<file path="src/rtl/reorder_buffer.sv">
// In-order reorder buffer: allocates slots at dispatch, collects results at
// writeback and retires the head in program order, serving operand lookups.
module reorder_buffer #(
  parameter int NUM_ROB_ENTRY = 6,
  parameter int NUM_GENERAL_PURPOSE_REGISTER = 32,
  parameter int DATA_WIDTH = 32,
  parameter int NUM_READ_PORT = 2
) (
  input  logic clk_in,
  input  logic reset_in,
  input  logic flush_in,
  input  logic dispatch_valid_in,
  output logic dispatch_ready_out,
  input  logic dispatch_has_dest_in,
  input  logic [$clog2(NUM_GENERAL_PURPOSE_REGISTER)-1:0] dispatch_dest_name_in,
  output logic [$clog2(NUM_ROB_ENTRY)-1:0] dispatch_rob_index_out,
  input  logic writeback_valid_in,
  input  logic [$clog2(NUM_ROB_ENTRY)-1:0] writeback_rob_index_in,
  input  logic [DATA_WIDTH-1:0] writeback_data_in,
  input  logic commit_ready_in,
  output logic commit_valid_out,
  output logic [DATA_WIDTH-1:0] commit_data_out,
  output logic release_valid_out,
  output logic [$clog2(NUM_GENERAL_PURPOSE_REGISTER)-1:0] release_name_out,
  output logic [$clog2(NUM_ROB_ENTRY)-1:0] release_rob_index_out,
  input  logic [NUM_READ_PORT*$clog2(NUM_ROB_ENTRY)-1:0] read_rob_index_flatted_in,
  output logic [NUM_READ_PORT-1:0] read_done_flatted_out,
  output logic [NUM_READ_PORT*DATA_WIDTH-1:0] read_data_flatted_out
);

  localparam int IW = $clog2(NUM_ROB_ENTRY);
  localparam int RW = $clog2(NUM_GENERAL_PURPOSE_REGISTER);
  localparam int CW = $clog2(NUM_ROB_ENTRY + 1);
  localparam logic [IW-1:0] LAST = IW'(NUM_ROB_ENTRY - 1);
  localparam logic [CW-1:0] FULL = CW'(NUM_ROB_ENTRY);

  logic                  busy_q     [NUM_ROB_ENTRY];
  logic                  done_q     [NUM_ROB_ENTRY];
  logic                  has_dest_q [NUM_ROB_ENTRY];
  logic [RW-1:0]         dest_q     [NUM_ROB_ENTRY];
  logic [DATA_WIDTH-1:0] data_q     [NUM_ROB_ENTRY];

  logic [IW-1:0] head_q;
  logic [IW-1:0] tail_q;
  logic [CW-1:0] count_q;

  logic dispatch_fire;
  logic commit_ok;
  logic commit_fire;
  logic wb_hit;
  logic [IW-1:0] rd_idx;

  function automatic logic [IW-1:0] next_ptr(input logic [IW-1:0] p);
    return (p == LAST) ? '0 : p + 1'b1;
  endfunction

  assign dispatch_ready_out     = (count_q != FULL);
  assign dispatch_rob_index_out = tail_q;
  assign dispatch_fire          = dispatch_valid_in & dispatch_ready_out;

  assign wb_hit = writeback_valid_in
                & (32'(writeback_rob_index_in) < NUM_ROB_ENTRY)
                & busy_q[writeback_rob_index_in];

  assign commit_ok   = busy_q[head_q] & done_q[head_q];
  assign commit_fire = commit_ok & commit_ready_in;

  assign commit_valid_out      = commit_ok;
  assign commit_data_out       = commit_ok ? data_q[head_q] : '0;
  assign release_valid_out     = commit_ok & has_dest_q[head_q];
  assign release_name_out      = commit_ok ? dest_q[head_q] : '0;
  assign release_rob_index_out = commit_ok ? head_q : '0;

  // Lookups see registered state only; same-cycle writebacks are not bypassed.
  always_comb begin
    read_done_flatted_out = '0;
    read_data_flatted_out = '0;
    rd_idx = '0;
    for (int p = 0; p < NUM_READ_PORT; p++) begin
      rd_idx = read_rob_index_flatted_in[p*IW +: IW];
      if ((32'(rd_idx) < NUM_ROB_ENTRY) && busy_q[rd_idx] && done_q[rd_idx]) begin
        read_done_flatted_out[p] = 1'b1;
        read_data_flatted_out[p*DATA_WIDTH +: DATA_WIDTH] = data_q[rd_idx];
      end
    end
  end

  always_ff @(posedge clk_in or negedge reset_in) begin
    if (!reset_in) begin
      head_q  <= '0;
      tail_q  <= '0;
      count_q <= '0;
      for (int i = 0; i < NUM_ROB_ENTRY; i++) begin
        busy_q[i]     <= 1'b0;
        done_q[i]     <= 1'b0;
        has_dest_q[i] <= 1'b0;
        dest_q[i]     <= '0;
        data_q[i]     <= '0;
      end
    end else if (flush_in) begin
      head_q  <= '0;
      tail_q  <= '0;
      count_q <= '0;
      for (int i = 0; i < NUM_ROB_ENTRY; i++) begin
        busy_q[i] <= 1'b0;
        done_q[i] <= 1'b0;
      end
    end else begin
      // Later assignments win: dispatch overrides a writeback to the same slot.
      for (int i = 0; i < NUM_ROB_ENTRY; i++) begin
        if (wb_hit && writeback_rob_index_in == IW'(i)) begin
          done_q[i] <= 1'b1;
          data_q[i] <= writeback_data_in;
        end
        if (commit_fire && head_q == IW'(i)) begin
          busy_q[i]     <= 1'b0;
          done_q[i]     <= 1'b0;
          has_dest_q[i] <= 1'b0;
          dest_q[i]     <= '0;
          data_q[i]     <= '0;
        end
        if (dispatch_fire && tail_q == IW'(i)) begin
          busy_q[i]     <= 1'b1;
          done_q[i]     <= 1'b0;
          has_dest_q[i] <= dispatch_has_dest_in;
          dest_q[i]     <= dispatch_dest_name_in;
        end
      end
      if (dispatch_fire) tail_q <= next_ptr(tail_q);
      if (commit_fire) head_q <= next_ptr(head_q);
      unique case ({dispatch_fire, commit_fire})
        2'b10:   count_q <= count_q + 1'b1;
        2'b01:   count_q <= count_q - 1'b1;
        default: count_q <= count_q;
      endcase
    end
  end

endmodule

</file>
<file path="config.mk">
export PLATFORM = sky130hd
export DESIGN_NAME = reorder_buffer
export DESIGN_NICKNAME = d
export VERILOG_FILES = /design/src/rtl/reorder_buffer.sv
export SDC_FILE = /design/constraint.sdc
export NUM_CORES = 1
export LEC_CHECK = 0
export BUFFER_PORTS_ARGS = -buffer_cell sky130_fd_sc_hd__buf_2
export CORE_MARGIN = 2
export CORE_UTILIZATION = 30
export CTS_CLUSTER_DIAMETER = 40
export DETAILED_ROUTE_END_ITERATION = 10
export PLACE_DENSITY = 0.46
export RECOVER_POWER = 100
export SETUP_SLACK_MARGIN = 0.4
export SLEW_MARGIN = 5
export SYNTH_ARGS = -nofsm -noshare
export SYNTH_HDL_FRONTEND = slang
export SYNTH_SLANG_ARGS = --single-unit
</file>
<file path="constraint.sdc">
create_clock -name clk_in -period 3 [get_ports clk_in]
set_input_delay 0 -clock clk_in [delete_from_list [all_inputs] [get_ports clk_in]]
set_output_delay 0 -clock clk_in [all_outputs]
set_load 0.01 [all_outputs]
</file>
Word level (Yosys, flattened, before mapping)
Cells that the tools add are included.

Input bits: 53. Memories kept: 0. Memory bits (read-only): 0. Bits in writable memories: 0. Bits in registers: 249. Output and inout bits: 112. Latch bits: 0. Logic and storage cells: 250.

$add $sub $neg: 4. $lt $le $gt $ge: 7. Bitwise gates (word level): 11. Multipliers: 0. Equality and inequality tests: 18. Multiplexer cells: 113. Divide/modulo/power cells: 0. Reductions and logical operators: 64. Shifts and indexed selects: 0.

Operator list (number): $mux 32 (21); $bmux 32 s3 (3); $mux 5 (15); $mux 1 (54); $reduce_bool 2->1 (14); $bmux 1 s3 (8); $mux 3 (8); $reduce_and 2->1 (12); $reduce_bool 4->1 (6); $logic_and 1x1->1 (22); $reduce_bool 3->1 (7); $eq 3x2->1 const B (6); $eq 3x3->1 const B (6); $ge 4x4->1 const B (4); $not 3->4 (4); $bmux 5 s3 (1); $mux 6 (2); $add 3x1->3 const B (3); $eq 3x1->1 const B (3); $logic_not 3->1 (3); $lt 3x3->1 const B (3); $and 1x1->1 (6); $pmux 3 s2 (1); $ne 3x3->1 const B (1); other kinds (4) (4).

Longest topological paths before layout
Depth in word-level cells: 10. Depth in mapped cells: 11. Mapped depth without buffers: 9.

Worst setup path after synthesis
OpenSTA, ideal clock, no wires.

Path type: register to register. Start: reg head_q[1]. End: reg count_q[2]. Path buffers: 1. Stages on the path, launching flop included: 9. Data required time: 2.884 ns. Clock period less this slack: 2.247 ns. Path slack: 0.753 ns. Data arrival time: 2.132 ns. Library setup time: 0.116 ns. Path through: dfrtp_1 > buf_2 > mux4_2 > o21ai_2 > and2_1 > fa_1 > inv_1 > a32o_1 > o311ai_0.

Cells in the longest elaborated chain, start to end: 9. Elaborated cells on any way between the ends: 14. Those cells by class: eq/ne (2); mux (8); bitwise (3); reduce/logical (1).

RTL lines: start, declared (RTL line 43) `logic [IW-1:0] head_q;`; start signal, assigned (RTL line 130) `if (commit_fire) head_q <= next_ptr(head_q);`; $not 3->4 (implied by the code) * (RTL line 65) `assign commit_ok = busy_q[head_q] & done_q[head_q];`; $bmux 1 s3 (RTL line 65); $mux 1 (implied by the code) (2 in series) (RTL line 65); $and 1x1->1 * (RTL line 65); $and 1x1->1 * (RTL line 66) `assign commit_fire = commit_ok & commit_ready_in;`; $eq 2x1->1 / $eq 2x2->1 (equally long branches) (RTL line 131) `unique case ({dispatch_fire, commit_fire})`; $pmux 3 s2 (RTL line 131); $mux 3 (RTL line 100) `end else if (flush_in) begin`; end signal, assigned (RTL line 132) `2'b10: count_q <= count_q + 1'b1;`; end signal, assigned (RTL line 133) `2'b01: count_q <= count_q - 1'b1;`; end signal, assigned (RTL line 134) `default: count_q <= count_q;`; end, declared (RTL line 45) `logic [CW-1:0] count_q;`.

Every way passes the cells marked *; elsewhere a longest branch is shown, timed or not. The select of a mux whose other input is x is not followed. A chain may end at the register's enable or synchronous reset.

Final worst setup path
Start: reg busy_q[5] (netlist name). End: out read_data_flatted_out[0].

Cells in the longest elaborated chain, start to end: 6.

RTL lines: start, declared (RTL line 37) `logic busy_q [NUM_ROB_ENTRY];`; start signal, assigned by index (RTL line 94) `busy_q[i] <= 1'b0;`; start signal, assigned by index (RTL line 105) `busy_q[i] <= 1'b0;`; start signal, assigned by index (RTL line 116) `busy_q[i] <= 1'b0;`; $bmux 1 s3 (RTL line 81) `if ((32'(rd_idx) < NUM_ROB_ENTRY) && busy_q[rd_idx] && done_q[rd_idx]) begin`; $mux 1 (implied by the code) (2 in series) (RTL line 81); $logic_and 1x1->1 (2 in series) (RTL line 81); $mux 32 (RTL line 81); end, declared (RTL line 28) `output logic [NUM_READ_PORT*DATA_WIDTH-1:0] read_data_flatted_out`.

No other way between the ends. The select of a mux whose other input is x is not followed.

==> metrics <==
number of remaining DRC errors=0; GRT overflow=0; # rows=82; share of cells above drive strength 1=0.279; Inserted Diodes=0; Routed WL=58900 um; DP Worst Slack=0.491 ns; Area Overhead vs Synth=27.2%; worst endpoint required time=3.00 ns; final core occ=0.386; setup violators final=0; Crit. End Element=primary output; violated checks=max-capacitance violations, max-slew violations; Setup crit start=busy_q[5]; Yosys warnings=0; R2R Path Start=head_q[1]; detailed-route wire length per cell=25.2 um; worst setup path end=read_data_flatted_out[0]; Worst Setup Slack, final=0.291 ns; Initial Util=0.303; crit-path cells=nand2_1 -> mux4_2 -> nor2_2 -> a31oi_4 -> clkbuf_2 -> nor2_1 -> buf_2; DIE AREA=52600 sq um; peak supply drop=0.000405 V; Synth top area share=0.409; relative slew slack=-0.618; final setup TNS=0 ns; pin count of the biggest net entering global routing=84; CP max-delay cell=mux4_2; Peak Freq=369 MHz; Storage cell area=6240 sq um; initial antenna violation count=1; DP Wirelength=34800 um; Hold Path Stages=4; ys async rst share=1.00; Max-Cap Viols=1; RSZ-0062 raised after global routing=true; Total Power=11.5 mW; Most used DFF post-synth=dfrtp_1; Mapped Area=15200 sq um; Clock Tree Buf Depth=3; fin crit share=0.903; Seq cells post-synth=249; post-DR vias/cell=5.62; clock sink count=249; syn_nets=1486; synthesized instance count=1430; Post-synth top cells=dfrtp_1 (249), nand2_1 (173), nor2_1 (127); filler instances=4985; skew final=0.0196 ns; status=finished with violations; TritonCTS clock tree=done; Core Box Area=50200 sq um; area leader, netlist=dfrtp_1; max incr delay on CP=0.49 ns; Initial DRC Count=971; top cells by area, synth=dfrtp_1 (41%), mux4_2 (16%), mux2_2 (7.6%), a22o_1 (6.8%), a22oi_1 (5.0%); gr usage total=0.220; Vias=13100; synthesized area per cell=10.6 sq um; worst hold path type=input port to flip-flop; port buffer count=164; FF-to-FF End=data_q[39]; Root Buffer=clkbuf_16; post-synth cell types=45; count of TritonRoute iterations in the first routing pass=5; Reg clk slew, reported paths=0.05 ns; critical path type=flip-flop to primary output; Post-synth EDFFs=0; CP Launch Type=flip-flop; H-tree lvl count=2; width of the die=229 um; most instantiated library cell after synthesis=dfrtp_1; R2R Setup Slk=0.34 ns; clk_lat worst skew=0.59 ns; Final min period=2.71 ns; register area share after synthesis=0.409; Hold Violations, Final=0; Multi-input gate area=8430 sq um; Die Y=229 um; fin nets=1679; r2r worst-path depth=6; I/O pin total=165; Lkg Pwr=8.06 nW; vias in the first global route=13200; Worst Max-Slew Pin Slew=2.43 ns; first-pass GRT wire length=87500 um; Final Max Tran Viols=82; CP max FO=7; Pwr Density=592 nW/um^2; GP Congestion=0.789; TritonCTS Buffers=53; CP arrival=2.71 ns; ANT nets after route=0
## report_power, final
group	internal (mW)	switching (mW)	total, mW
clock network	4.46	2.04	6.50
registers	3.60	0.193	3.79
logic	0.586	0.577	1.16
total	8.65	2.81	11.5
## per-stage QoR
| step | hold slack, ns | instance area, sq um | instances |
|---|---|---|---|
| 6_report | 0.205 | 19400 | 2338 |
| 5_1_grt | 0.231 | 19400 | 2338 |
| 4_1_cts | 0.0657 | 19500 | 2331 |
| 3_5_place_dp | 0.0714 | 16900 | 2180 |
| 3_3_place_gp | 0.0721 | 16900 | 2180 |
| 2_1_floorplan | -0.296 | 15200 | 1430 |
## cell usage in the layout, fill, tap and decap left out, drive strengths merged, types with 2 or more instances in the layout
cell / n
or3: 32
o21ai: 116
and2: 10
bufinv: 11
or2: 2
nand3: 4
a21o: 10
buf: 111
a21oi: 12
nand2: 173
and3: 2
ha: 2
dfrtp: 249
clkbuf: 176
nand3b: 5
dlygate4sd3: 48
clkinv: 15
nor2b: 38
xnor2: 3
nor2: 127
a22oi: 102
mux4: 106
mux2: 103
nand4: 6
bufbuf: 2
a22o: 118
mux2i: 2
and4: 2
nor3b: 2
nand2b: 8
nor3: 39
nand4b: 3
clkinvlp: 5
a31oi: 3
inv: 11
## cell families after synthesis
kind of cell | share of synthesized area
AO/OA/AOI/OAI | 0.171
XOR/XNOR | 0.00173
adder cells (fa/ha/maj) | 0.00296
buffers and inverters | 0.0395
flip-flops | 0.409
multiplexers | 0.234
AND/OR/NAND/NOR | 0.141
## timing repair
item,CTS,global route
hold buffers,48,0
pin swaps,0,2
gates resized for setup,15,12
hold endpoints to repair,375,0
cloned,2,4
endpoints found under the setup margin,66,48
buffers inserted,3,3
## how the worst min path moves through the flow
stage	slack, ns	to	from
after global routing	0.23	dest_q[14]	dispatch_dest_name_in[4]
after CTS	0.07	data_q[66]	reset_in
after global placement	0.07	data_q[4]	reset_in
final	0.20	has_dest_q[2]	dispatch_has_dest_in
after floorplan	-0.30	busy_q[0]	reset_in
after detailed placement	0.07	data_q[4]	reset_in
## final cells by class
type                       count  share of cell area
clock buffer                  66              0.0774
clock inverter                32              0.0241
inverter                      10             0.00194
multi-input combinational   1038               0.436
sequential                   249               0.322
tap                          672              0.0434
timing repair buffer         271              0.0952
## metal layers
layer  vias up  GRT usage  share of wire
met5         -          0        0.00012
met4         2     0.0607          0.024
met3       102     0.0415          0.063
met2       536      0.345           0.46
met1      6719      0.311           0.45
li1       5773          -              -
## state kept, by name, summed over array words and instances (netlist names)
register and cells:
dest_q 30, has_dest_q 6, done_q 6, busy_q 6
count_q 3, dispatch_rob_index_out 3, data_q 192, head_q 3
## worst max-delay path, delay by kind of cell (launching register included)
family,cells,cell delay (ns)
buffers and inverters,2,0.60
AND/OR/NAND/NOR,3,0.54
multiplexers,1,0.49
flip-flops,1,0.41
AO/OA/AOI/OAI,1,0.09
(Power assumes the default switching activity.)
